### config.mk
export PLATFORM = sky130hd
export DESIGN_NAME = dmem_access_arbiter_flat
export DESIGN_NICKNAME = d
export VERILOG_FILES = /design/src/rtl/dmem_access_arbiter_if.sv /design/src/rtl/dmem_access_arbiter.sv /design/src/flat_wrapper.sv
export SDC_FILE = /design/constraint.sdc
export NUM_CORES = 1
export LEC_CHECK = 0
export BUFFER_PORTS_ARGS = -buffer_cell sky130_fd_sc_hd__buf_2
export CAP_MARGIN = 10
export CORE_ASPECT_RATIO = 1.25
export CORE_MARGIN = 1
export CORE_UTILIZATION = 43
export DETAILED_ROUTE_END_ITERATION = 7
export HOLD_SLACK_MARGIN = 0.06
export PLACE_DENSITY = 0.91
export REMOVE_ABC_BUFFERS = 1
export SLEW_MARGIN = 20
export SYNTH_ARGS = -nofsm -noshare
export SYNTH_HDL_FRONTEND = slang
export SYNTH_SLANG_ARGS = --single-unit
### constraint.sdc
create_clock -name i_clk -period 3.46 [get_ports i_clk]
set_clock_uncertainty 0.05 [all_clocks]
set_input_delay 0.346 -clock i_clk [delete_from_list [all_inputs] [get_ports i_clk]]
set_output_delay 0.346 -clock i_clk [all_outputs]
set_load 0.02 [all_outputs]
### src/rtl/dmem_access_arbiter_if.sv
// Data-memory access bundle: MEM-stage request/response, debug-unit dump stream and memory port.
// The arbiter connects on the slave modport; the surrounding pipeline/memory connects on master.
interface dmem_access_arbiter_if #(
  parameter int unsigned DATA_SIZE = 32,
  parameter int unsigned ADDR_SIZE = 7
);
  logic                 pipe_read;
  logic                 pipe_write;
  logic [ADDR_SIZE-1:0] pipe_addr;
  logic [DATA_SIZE-1:0] pipe_wr_data;
  logic [DATA_SIZE-1:0] pipe_rd_data;
  logic                 pipe_stall;

  logic                 du_dump_start;
  logic                 du_ready;
  logic                 du_valid;
  logic [DATA_SIZE-1:0] du_data;
  logic                 du_busy;
  logic                 du_done;

  logic [ADDR_SIZE-1:0] mem_addr;
  logic                 mem_rd_en;
  logic                 mem_wr_en;
  logic [DATA_SIZE-1:0] mem_wr_data;
  logic [DATA_SIZE-1:0] mem_rd_data;

  modport slave (
    input  pipe_read, pipe_write, pipe_addr, pipe_wr_data, du_dump_start, du_ready, mem_rd_data,
    output pipe_rd_data, pipe_stall, du_valid, du_data, du_busy, du_done,
    output mem_addr, mem_rd_en, mem_wr_en, mem_wr_data
  );

  modport master (
    output pipe_read, pipe_write, pipe_addr, pipe_wr_data, du_dump_start, du_ready, mem_rd_data,
    input  pipe_rd_data, pipe_stall, du_valid, du_data, du_busy, du_done,
    input  mem_addr, mem_rd_en, mem_wr_en, mem_wr_data
  );
endinterface

### src/rtl/dmem_access_arbiter.sv
// Shares the single data-memory port between the MEM stage and the debug-unit memory dump.
// While a dump owns the port the pipeline is stalled and no store reaches memory.
module dmem_access_arbiter #(
  parameter int unsigned DATA_SIZE  = 32,
  parameter int unsigned ADDR_SIZE  = 7,
  parameter int unsigned DUMP_WORDS = 128
) (
  input logic                  i_clk,
  input logic                  i_reset,
  dmem_access_arbiter_if.slave bus
);

  // One extra counter bit lets a full-memory dump finish without address wrap.
  localparam int unsigned     CntW    = ADDR_SIZE + 1;
  localparam logic [CntW-1:0] LastIdx = CntW'(DUMP_WORDS - 1);

  typedef enum logic [2:0] {StIdle, StRead, StWait, StSend, StDone} state_e;

  state_e                 state_q, state_d;
  logic [CntW-1:0]        cnt_q, cnt_d;
  logic                   du_valid_q, du_valid_d;
  logic [DATA_SIZE-1:0]   du_data_q, du_data_d;
  logic                   du_done_q, du_done_d;

  always_comb begin
    state_d    = state_q;
    cnt_d      = cnt_q;
    du_valid_d = du_valid_q;
    du_data_d  = du_data_q;
    du_done_d  = 1'b0;
    unique case (state_q)
      StIdle: begin
        if (bus.du_dump_start) begin
          cnt_d   = '0;
          state_d = StRead;
        end
      end
      StRead: state_d = StWait;
      StWait: begin
        du_data_d  = bus.mem_rd_data;
        du_valid_d = 1'b1;
        state_d    = StSend;
      end
      StSend: begin
        if (du_valid_q && bus.du_ready) begin
          du_valid_d = 1'b0;
          if (cnt_q == LastIdx) begin
            du_done_d = 1'b1;
            state_d   = StDone;
          end else begin
            cnt_d   = cnt_q + CntW'(1);
            state_d = StRead;
          end
        end
      end
      StDone:  state_d = StIdle;
      default: state_d = StIdle;
    endcase
  end

  always_ff @(posedge i_clk or posedge i_reset) begin
    if (i_reset) begin
      state_q    <= StIdle;
      cnt_q      <= '0;
      du_valid_q <= 1'b0;
      du_data_q  <= '0;
      du_done_q  <= 1'b0;
    end else begin
      state_q    <= state_d;
      cnt_q      <= cnt_d;
      du_valid_q <= du_valid_d;
      du_data_q  <= du_data_d;
      du_done_q  <= du_done_d;
    end
  end

  // Pipeline owns the port only in idle; otherwise the dump drives it and stores are held off.
  always_comb begin
    bus.mem_addr    = bus.pipe_addr;
    bus.mem_rd_en   = bus.pipe_read;
    bus.mem_wr_en   = bus.pipe_write;
    bus.mem_wr_data = bus.pipe_wr_data;
    bus.pipe_stall  = 1'b0;
    if (state_q != StIdle) begin
      bus.mem_addr   = cnt_q[ADDR_SIZE-1:0];
      bus.mem_rd_en  = (state_q == StRead);
      bus.mem_wr_en  = 1'b0;
      bus.pipe_stall = bus.pipe_read | bus.pipe_write;
    end
  end

  assign bus.pipe_rd_data = bus.mem_rd_data;
  assign bus.du_valid     = du_valid_q;
  assign bus.du_data      = du_data_q;
  assign bus.du_done      = du_done_q;
  assign bus.du_busy      = (state_q != StIdle);

endmodule

### src/flat_wrapper.sv
// flat-port wrapper written by rule: the top's interface ports become plain ports
module dmem_access_arbiter_flat 
#(
  parameter int unsigned DATA_SIZE  = 32,
  parameter int unsigned ADDR_SIZE  = 7,
  parameter int unsigned DUMP_WORDS = 128
)
  (i_clk, i_reset, bus_pipe_read, bus_pipe_write, bus_pipe_addr, bus_pipe_wr_data, bus_du_dump_start, bus_du_ready, bus_mem_rd_data, bus_pipe_rd_data, bus_pipe_stall, bus_du_valid, bus_du_data, bus_du_busy, bus_du_done, bus_mem_addr, bus_mem_rd_en, bus_mem_wr_en, bus_mem_wr_data);
  dmem_access_arbiter_if #(.DATA_SIZE(DATA_SIZE), .ADDR_SIZE(ADDR_SIZE)) bus_i ();
  input logic i_clk;
  input logic i_reset;
  input wire logic [$bits(bus_i.pipe_read)-1:0] bus_pipe_read;
  input wire logic [$bits(bus_i.pipe_write)-1:0] bus_pipe_write;
  input wire logic [$bits(bus_i.pipe_addr)-1:0] bus_pipe_addr;
  input wire logic [$bits(bus_i.pipe_wr_data)-1:0] bus_pipe_wr_data;
  input wire logic [$bits(bus_i.du_dump_start)-1:0] bus_du_dump_start;
  input wire logic [$bits(bus_i.du_ready)-1:0] bus_du_ready;
  input wire logic [$bits(bus_i.mem_rd_data)-1:0] bus_mem_rd_data;
  output wire logic [$bits(bus_i.pipe_rd_data)-1:0] bus_pipe_rd_data;
  output wire logic [$bits(bus_i.pipe_stall)-1:0] bus_pipe_stall;
  output wire logic [$bits(bus_i.du_valid)-1:0] bus_du_valid;
  output wire logic [$bits(bus_i.du_data)-1:0] bus_du_data;
  output wire logic [$bits(bus_i.du_busy)-1:0] bus_du_busy;
  output wire logic [$bits(bus_i.du_done)-1:0] bus_du_done;
  output wire logic [$bits(bus_i.mem_addr)-1:0] bus_mem_addr;
  output wire logic [$bits(bus_i.mem_rd_en)-1:0] bus_mem_rd_en;
  output wire logic [$bits(bus_i.mem_wr_en)-1:0] bus_mem_wr_en;
  output wire logic [$bits(bus_i.mem_wr_data)-1:0] bus_mem_wr_data;
  assign bus_i.pipe_read = bus_pipe_read;
  assign bus_i.pipe_write = bus_pipe_write;
  assign bus_i.pipe_addr = bus_pipe_addr;
  assign bus_i.pipe_wr_data = bus_pipe_wr_data;
  assign bus_i.du_dump_start = bus_du_dump_start;
  assign bus_i.du_ready = bus_du_ready;
  assign bus_i.mem_rd_data = bus_mem_rd_data;
  assign bus_pipe_rd_data = bus_i.pipe_rd_data;
  assign bus_pipe_stall = bus_i.pipe_stall;
  assign bus_du_valid = bus_i.du_valid;
  assign bus_du_data = bus_i.du_data;
  assign bus_du_busy = bus_i.du_busy;
  assign bus_du_done = bus_i.du_done;
  assign bus_mem_addr = bus_i.mem_addr;
  assign bus_mem_rd_en = bus_i.mem_rd_en;
  assign bus_mem_wr_en = bus_i.mem_wr_en;
  assign bus_mem_wr_data = bus_i.mem_wr_data;
  dmem_access_arbiter #(.DATA_SIZE(DATA_SIZE), .ADDR_SIZE(ADDR_SIZE), .DUMP_WORDS(DUMP_WORDS)) u_core (.i_clk(i_clk), .i_reset(i_reset), .bus(bus_i));
endmodule
# [After elaboration in Yosys (flattened, before gate mapping)]
# Index checks and enable logic that the tools add are counted.
[classes] n_eq_ne=7 add_sub_neg=1 n_reduce_logical=8 magnitude_cmp=0 mul=0 n_bitwise=1 div_mod_pow=0 n_shift=0 mux=17
[ops] operator="two-way mux 8 bit" count=3
[ops] operator="one-hot mux 8 bit (2 select lines)" count=1
[ops] operator="one-hot mux 3 bit (4 select lines)" count=1
[ops] operator="two-way mux 3 bit" count=3
[ops] operator="adder 8 x 1 -> 8 bit, second input constant" count=1
[ops] operator="equality test 8 x 7 -> 1 bit, second input constant" count=1
[ops] operator="two-way mux 1 bit" count=7
[ops] operator="two-way mux 7 bit" count=1
[ops] operator="equality test 3 x 2 -> 1 bit, second input constant" count=2
[ops] operator="inequality test 2 bit, second input constant" count=2
[ops] operator="AND reduction 2 bit" count=2
[ops] operator="AND reduction 4 bit" count=1
[ops] operator="nonzero test 2 bit" count=2
[ops] operator="equality test 3 x 1 -> 1 bit, second input constant" count=1
[ops] operator="zero test 3 bit" count=1
[ops] operator="nonzero test 3 bit" count=1
[ops] operator="inequality test 2 x 1 -> 1 bit, second input constant" count=1
[ops] operator="one-hot mux 1 bit (2 select lines)" count=1
[ops] operator="logical AND 1 bit" count=1
[ops] operator="bitwise OR 1 bit" count=1
[word_totals] register_bits=45 ramBits=0 romBits=0 latchBits=0 n_memories=0

# [Longest topological paths before layout]
# Gate-level depths: netlist of run 1.
[depth] depth_word=4 mapped_depth=7 depth_no_buf=5

# [Worst setup path before layout of run 1]
# OpenSTA, ideal clock, no wires.
[synth_path] path_kind="reg-to-output" start="register u_core.state_q[1]" end="output bus_mem_addr[0]" t_required_ps=3064 setup_slack_ps=1490 t_arrival_ps=1574 n_path_buf=2 path_stages_with_launch=5 cell_sequence="dfrtp_1 buf_2 nor3_1 buf_2 mux2_2"
[synth_via] elab_chain_len=2
[synth_rtl] item="from (decl)" line_no="dmem_access_arbiter.sv:19" rtl="state_e state_q, state_d;"
[synth_rtl] item="from (signal assigned)" line_no="dmem_access_arbiter.sv:63" rtl="state_q <= StIdle;"
[synth_rtl] item="from (signal assigned)" line_no="dmem_access_arbiter.sv:69" rtl="state_q <= state_d;"
[synth_rtl] item="nonzero test 3 bit" line_no="dmem_access_arbiter.sv:84" rtl="if (state_q != StIdle) begin"
[synth_rtl] item="two-way mux 7 bit" line_no="dmem_access_arbiter.sv:84"
[synth_rtl] item="to (decl)" line_no="flat_wrapper.sv:25" rtl="output wire logic [$bits(bus_i.mem_addr)-1:0] bus_mem_addr;"
# Every way passes these cells.

# [Worst setup path in the final report of run 1]
[layout_path] start="register u_core.state_q[0]" end="output bus_mem_addr[4]"
# Same word-level chain as after synthesis.

==> results of run 1 <==
==> state kept, by name, indices dropped and copies added (netlist names) <==
name / flops
u_core.bus.du_data: 32
u_core.bus.du_done: 1
u_core.bus.du_valid: 1
u_core.cnt_q: 8
u_core.state_q: 3
==> cells in the mapped netlist (all sizes together), types with 2 or more instances <==
master   n
o21bai   2
dfrtp   45
nor3     3
nor2     7
o21ai    4
a31oi    6
a21o     2
a41oi    2
buf     72
nand2    8
and2     2
mux2    39
inv      3
nand3    3
a21oi    5
==> power breakdown <==
part,internal (mW),total [mW],leakage (nW),switching (mW)
clock network,0.210,0.374,0.0540,0.165
registers,0.745,0.877,0.549,0.131
logic,0.421,0.988,0.796,0.567
==> kinds of logic after synthesis <==
family | share of synthesized area [%]
buffers and inverters | 22.1
and+or+nand+nor | 6.03
muxes | 18.4
adders and majority gates | 0.511
AOI/OAI and AO/OA | 7.00
DFF | 46.0
==> area by class of cell <==
class	instances	area (um2)
clock buffers	5	68.8
clock inverters	2	35.0
fillers	481	2710
inverters	3	11.3
multi-input cells	94	792
flip-flops and latches	45	1130
well taps	64	80.1
repair buffers	123	621
==> metal layers <==
metal | global-route usage (%) | part of all wire (%) | wire length, um | vias up
met1 | 20.9 | 39 | 2200 | 809
met5 | 3.42 | 0 | 0 | -
met3 | 12.0 | 14 | 796 | 6
met2 | 27.6 | 45 | 2530 | 117
met4 | 5.01 | 0.86 | 48 | 0
li1 | - | - | - | 785
==> how the worst max path moves through the flow <==
stage | slack (ns) | to | depth (start not counted)
after floorplan | 1.08 | u_core.bus.du_data[0] | 2
after global placement | 1.53 | bus_mem_addr[4] | 4
after detailed placement | 1.50 | bus_mem_addr[4] | 4
after CTS | 1.17 | bus_mem_addr[4] | 4
after global routing | 1.07 | bus_mem_addr[4] | 4
final | 1.18 | bus_mem_addr[4] | 4
==> cells in the final DEF (no fill, tap or decap), drive strengths merged, types with 4 or more instances in the layout <==
| cell | netlist | routed |
|---|---|---|
| dfrtp | 45 | 45 |
| buf | 72 | 123 |
| a21oi | 5 | 5 |
| o21ai | 4 | 4 |
| nor2 | 7 | 7 |
| clkbuf | 0 | 5 |
| nand2 | 8 | 8 |
| mux2 | 39 | 39 |
| a31oi | 6 | 6 |
==> through the flow <==
stage | hold WS (ns) | std cells | utilization (%) | setup slack (ns)
final | 0.221 | 336 | 50.2 | 1.18
after detailed placement | 0.440 | 329 | 48.3 | 1.50
after global placement | 0.433 | 329 | 48.3 | 1.53
after global routing | 0.226 | 336 | 50.2 | 1.07
after CTS | 0.226 | 336 | 50.2 | 1.17
after floorplan | 0.418 | 142 | - | 1.08
==> results.md, run 1 <==
- Worst-path cell chain: nor3_2 -> buf_4 -> mux2_2 -> buf_2
- Crit end category: primary output
- Largest cells by area after synthesis: dfrtp_1 (46%), buf_4 (20%), mux2_2 (18%), a31oi_1 (1.5%), buf_2 (1.2%)
- Worst skew pair latency: 0.29 ns
- CTS HTree Levels: 2
- Detailed placement HPWL: 4.27 mm
- Global placement routability congestion: 0.804
- DR pass1 iterations: 4
- Post-CTS sizing: 0
- Relative slew margins: 36.0%
- Total GRT Usage: 18.2%
- Synth Instances: 214
- Slew Limit Fails: 0
- Via-per-instance ratio: 5.11
- Area of the mapped netlist: 2450 um2
- DP Area: 2630 um2
- DRC: 0
- Post-synth top flop: dfrtp_1
- Synth top area share: 46.0%
- Ant diodes: 0
- Die H: 86.3 um
- Tcrit/Tclk final: 65.8%
- Leak: 1.40 nW
- Arr. time, crit path: 1.88 ns
- R2R depth: 4
- Initial DRC count: 70
- TritonCTS clock tree: done
- CTS Hold Buffers Added: 0
- HP Class: primary input to async pin
- Global-route wire length before repair: 8.20 mm
- Via count of the first global-routing pass: 1594
- FF-to-FF setup slack: 1.55 ns
- CTS clk-pin slew, worst paths: 0.08 ns
- Share of cells above drive strength 1: 64.3%
- Synth-to-layout area growth: 11.7%
- Setup CP Type: register to primary output
- Die Area: 6000 um2
- Max-cap violations: 0
- CTS max path bufs: 2
- Avg Cell Area, Syn: 11.4 um2
- Critical Path RT: 3.06 ns
- Largest net degree at the start of global routing: 46
- Port-buffer cells: 121
- IO Pins: 186
- Setup TNS: 0 ns
- Yosys warns: 0
- Setup crit start kind: register
- Vias: 1717
- Initial core utilization: 45.0%
- CP bufs+invs: 2
- Total wire length: 5.58 mm
- Final antenna-violating net count: 0
- WL/cell: 16.6 um
- Worst reg2reg startpoint: u_core.state_q[2]
- Nets: 350
- Gr ovfl total: 0
- Postcts setup bufs: 0
- Core box area: 5440 um2
- Setup crit start: u_core.state_q[0]
- EDFF count, synth: 0
- Root Driver: clkbuf_8
- Design Area, Final: 2730 um2
- CP top delay family: flip-flops
- Unrepaired setup endpoints after global routing: false
- Asr flop ratio synth: 100%
- #FFs+latches synth: 45
- Reg2reg end: u_core.cnt_q[7]
- Fmax: 439 MHz
- Final setup violation count: 0
- Clk sink count: 45
- Final Total Pwr: 2.24 mW
- Number of hold violations in the final report: 0
- Sequential-to-total area share from yosys stat: 46.0%
- PwrDens: 819 nW/um2
- Die extent in x: 69.5 um
- Fin crit period: 2.28 ns
- Largest area contributor in the netlist: dfrtp_1
- Crit path largest cell delay: 0.47 ns
- Slowest-stage cell, CP: dfrtp_1
- Post-synth cell types: 30
- Num CTS Buffers: 5
- Tightest Pin Transition: 0.958 ns
- Crit-path max FO: 9
- Status: finished, final reports clean
- Max VDD drop: 0.000297 V
- Antenna violations before repair: 0
- FP Rows: 30
No activity file was read; power rests on OpenSTA's default activity.
==> inputs of run 2 (changes only) <==
--- a/config.mk
+++ b/config.mk
@@ -5,14 +5,15 @@
 export SDC_FILE = /design/constraint.sdc
 export NUM_CORES = 1
 export LEC_CHECK = 0
+export ABC_AREA = 1
 export BUFFER_PORTS_ARGS = -buffer_cell sky130_fd_sc_hd__buf_2
 export CAP_MARGIN = 10
 export CORE_ASPECT_RATIO = 1.25
 export CORE_MARGIN = 1
-export CORE_UTILIZATION = 43
+export CORE_UTILIZATION = 41
 export DETAILED_ROUTE_END_ITERATION = 7
 export HOLD_SLACK_MARGIN = 0.06
-export PLACE_DENSITY = 0.91
+export PLACE_DENSITY = 0.87
 export REMOVE_ABC_BUFFERS = 1
 export SLEW_MARGIN = 20
 export SYNTH_ARGS = -nofsm -noshare
==> constraint.sdc (replaced) <==
create_clock -name i_clk -period 2.3 [get_ports i_clk]
set_clock_uncertainty 0.05 [all_clocks]
set_input_delay 0.23 -clock i_clk [delete_from_list [all_inputs] [get_ports i_clk]]
set_output_delay 0.23 -clock i_clk [all_outputs]
set_load 0.02 [all_outputs]
==> run 2 against run 1 <==
Compared with the run above:
- total power increased by 66%
- sequential power increased by 52%
- register-to-register slack got worse by 0.87 ns
- die area increased by 9.2%
- largest cell class unchanged
- largest power group unchanged
==> results.md, run 2 <==
- Initial DRC count: 88 (+26%)
- Tcrit/Tclk final: 84.5%
- Top post-synthesis cells by count: buf_4 (67), nand2_1 (50), dfrtp_1 (45)
- Core box area: 5900 um2 (+8.3%)
- CTS Hold Buffers Added: 0 (unchanged)
- R2R depth: 3 (-1)
- FP Rows: 31 (+3.3%)
- Die Area: 6550 um2 (+9.2%)
- Share of cells above drive strength 1: 46.7% (-18 points)
- Max-cap violations: 0 (unchanged)
- DR pass1 iterations: 4 (unchanged)
- Relative slew margins: 37.5% (+1.5 points)
- Hold Slack: 0.0942 ns (-0.127 ns)
- Crit path largest cell delay: 0.45 ns (-0.02 ns)
- Synth-to-layout area growth: 11.4%
- Commonest non-fill, non-tap cells in the layout: buf_2 (121), nand2_1 (50), dfrtp_1 (45)
- CTS clk-pin slew, worst paths: 0.09 ns (about the same)
- IO Pins: 186 (unchanged)
- Post-synth top flop: dfrtp_1
- Synth Instances: 263 (+23%)
- CTS max path bufs: 2 (unchanged)
- WL/cell: 15.0 um (-9.8%)
- Global-route wire length before repair: 9.11 mm (+11%)
- Comb power frac: 50.8% (+6.7 points)
- Worst-path cell chain: nor2_1 -> nand2_4 -> inv_2 -> nand2_1 -> o21ai_1 -> buf_2
- Setup crit start kind: register
- PwrDens: 1310 nW/um2 (+60%)
- EDFF count, synth: 0 (unchanged)
- Vias: 1890 (+10%)
- Leak: 1.49 nW (+6.4%)
- Asr flop ratio synth: 100% (unchanged)
- Ant diodes: 0 (unchanged)
- Status: finished, final reports clean
- Largest area contributor in the netlist: dfrtp_1
- Slowest-stage cell, CP: dfrtp_1
- Switching Share: 44.6% (+6.0 points)
- Arr. time, crit path: 1.66 ns (-0.22 ns)
- Sequential-to-total area share from yosys stat: 44.1% (-1.9 points)
- Critical Path RT: 2.02 ns (-1.04 ns)
- Die H: 90.2 um (+4.5%)
- Clock power share: 13.4% (-3.3 points)
- Num CTS Buffers: 5 (unchanged)
- Sequential cell fraction of total power: 35.8% (-3.3 points)
- Postcts setup bufs: 0 (unchanged)
- Max reg flops: 32 (unchanged)
- Gr ovfl total: 0 (unchanged)
- Tightest Pin Transition: 0.936 ns (-0.0223 ns)
- Nets: 401 (+15%)
- Die extent in x: 72.6 um (+4.5%)
- Count leader, synth: buf_4
- Total GRT Usage: 18.7% (+0.51 points)
- Reg2reg end: u_core.bus.du_data[27]
- Fin crit period: 1.94 ns
- FF-to-FF setup slack: 0.68 ns (-0.87 ns)
- TritonCTS clock tree: done
- Pint: 2.06 mW (+50%)
- Setup TNS: 0 ns (unchanged)
- Via-per-instance ratio: 4.67 (-8.7%)
- #FFs+latches synth: 45 (unchanged)
- Worst reg2reg startpoint: u_core.state_q[0]
- Avg Cell Area, Syn: 9.71 um2 (-15%)
- Yosys warns: 0 (unchanged)
- Via count of the first global-routing pass: 1769 (+11%)
- Initial core utilization: 43.3% (-1.7 points)
- Post-synth cell types: 24 (-20%)
- Post-CTS sizing: 0 (unchanged)
- Final antenna-violating net count: 0 (unchanged)
- Synth top area share: 44.1% (-1.9 points)
- Commonest non-fill, non-tap cell in the layout: buf_2
- Psw: 1.66 mW (+92%)
- Largest net degree at the start of global routing: 46 (unchanged)
- HP Class: primary input to async pin
- Clk sink count: 45 (unchanged)
- Setup CP Type: register to primary output
- Unrepaired setup endpoints after global routing: false
- Root Driver: clkbuf_8
- Port-buffer cells: 121 (unchanged)
- CTS HTree Levels: 2 (unchanged)
- Detailed placement HPWL: 4.91 mm (+15%)
- Max VDD drop: 0.000615 V (+110%)
- Worst skew pair latency: 0.29 ns (about the same)
- Slew Limit Fails: 0 (unchanged)
- Number of hold violations in the final report: 0 (unchanged)
- DRC: 0 (unchanged)
- Crit-path max FO: 13 (+4)
- Antenna violations before repair: 0 (unchanged)
- Final setup violation count: 0 (unchanged)
- Area of the mapped netlist: 2550 um2 (+4.3%)
- Crit end category: primary output
- Global placement routability congestion: 0.815 (+1.3%)
- Total wire length: 6.06 mm (+8.7%)
- Fmax: 514 MHz
- Largest cells by area after synthesis: dfrtp_1 (44%), buf_4 (20%), mux2_1 (12%), nand2_1 (7.3%), nor2_1 (2.4%)
## run 2: changes by cell type in the layout (fill, tap and decap cells not counted), sizes merged, moves of 5 or more
cell	before	now
nand2	8	56
inv	3	17
nor2	7	19
nand3	3	11
mux2	39	32
a31oi	6	0
o21ai	4	9
## run 2: logic make-up after synthesis
| logic type | count (synthesis) | synth area share (%) |
|---|---|---|
| and+or+nand+nor | 87 | 16.0 |
| buffers and inverters | 85 | 22.5 |
| DFF | 45 | 44.1 |
| muxes | 32 | 14.1 |
| AOI/OAI and AO/OA | 12 | 2.45 |
| xor gates and xnor gates | 1 | 0.343 |
| adders and majority gates | 1 | 0.490 |
## run 2: through the flow
stage / setup WS (ns) / cell area [um2] / util [%] / instances / total power [mW]
after global placement: 0.737 / 2750 / 46.7 / 398 / 3.18
after detailed placement: 0.659 / 2750 / 46.7 / 398 / 3.26
after global routing: 0.214 / 2840 / 48.2 / 405 / 3.98
final: 0.356 / 2840 / 48.2 / 405 / 3.72
after floorplan: 0.732 / 2050 / - / 195 / 2.58
after CTS: 0.347 / 2840 / 48.2 / 405 / 3.77
## run 2: final cells by class
class                   count  area (um2)
inverters                  17        66.3
multi-input cells         133         853
fillers                   558        3050
repair buffers            121         606
flip-flops and latches     45        1130
well taps                  82         103
clock inverters             1        7.51
clock buffers               6        82.6
## run 2: critical path, delay by kind of cell (launching register included)
kind | cells | cell delay [ns]
AOI/OAI and AO/OA | 1 | 0.07
DFF | 1 | 0.45
and+or+nand+nor | 3 | 0.49
buffers and inverters | 2 | 0.36
## run 2: worst max-delay path by stage
stage	start	endpoint	slack, ns	cells past startpoint
after floorplan	u_core.state_q[1]	bus_mem_rd_en	0.73	3
after global placement	u_core.state_q[0]	u_core.bus.du_data[30]	0.74	3
after detailed placement	u_core.state_q[0]	u_core.bus.du_data[27]	0.66	3
after CTS	u_core.state_q[1]	bus_mem_addr[0]	0.35	6
after global routing	u_core.state_q[1]	bus_mem_addr[0]	0.21	6
final	u_core.state_q[1]	bus_mem_addr[0]	0.36	6
## run 2: layer usage
layer	vias up	global-route usage [%]	part of all wire (%)
met2	132	28.8	46
met5	-	6.84	0.68
met4	2	4.74	1.2
met1	854	19.5	35
met3	9	14.2	17
li1	893	-	-
## run 2: power by group through the flow
| stage | Combinational [mW] | Sequential [mW] | Clock (mW) |
|---|---|---|---|
| after floorplan | 0.882 | 1.70 | 0 |
| after global placement | 1.86 | 1.33 | 0 |
| after detailed placement | 1.91 | 1.35 | 0 |
| after CTS | 1.92 | 1.34 | 0.517 |
| after global routing | 2.04 | 1.38 | 0.555 |
| final | 1.89 | 1.33 | 0.499 |
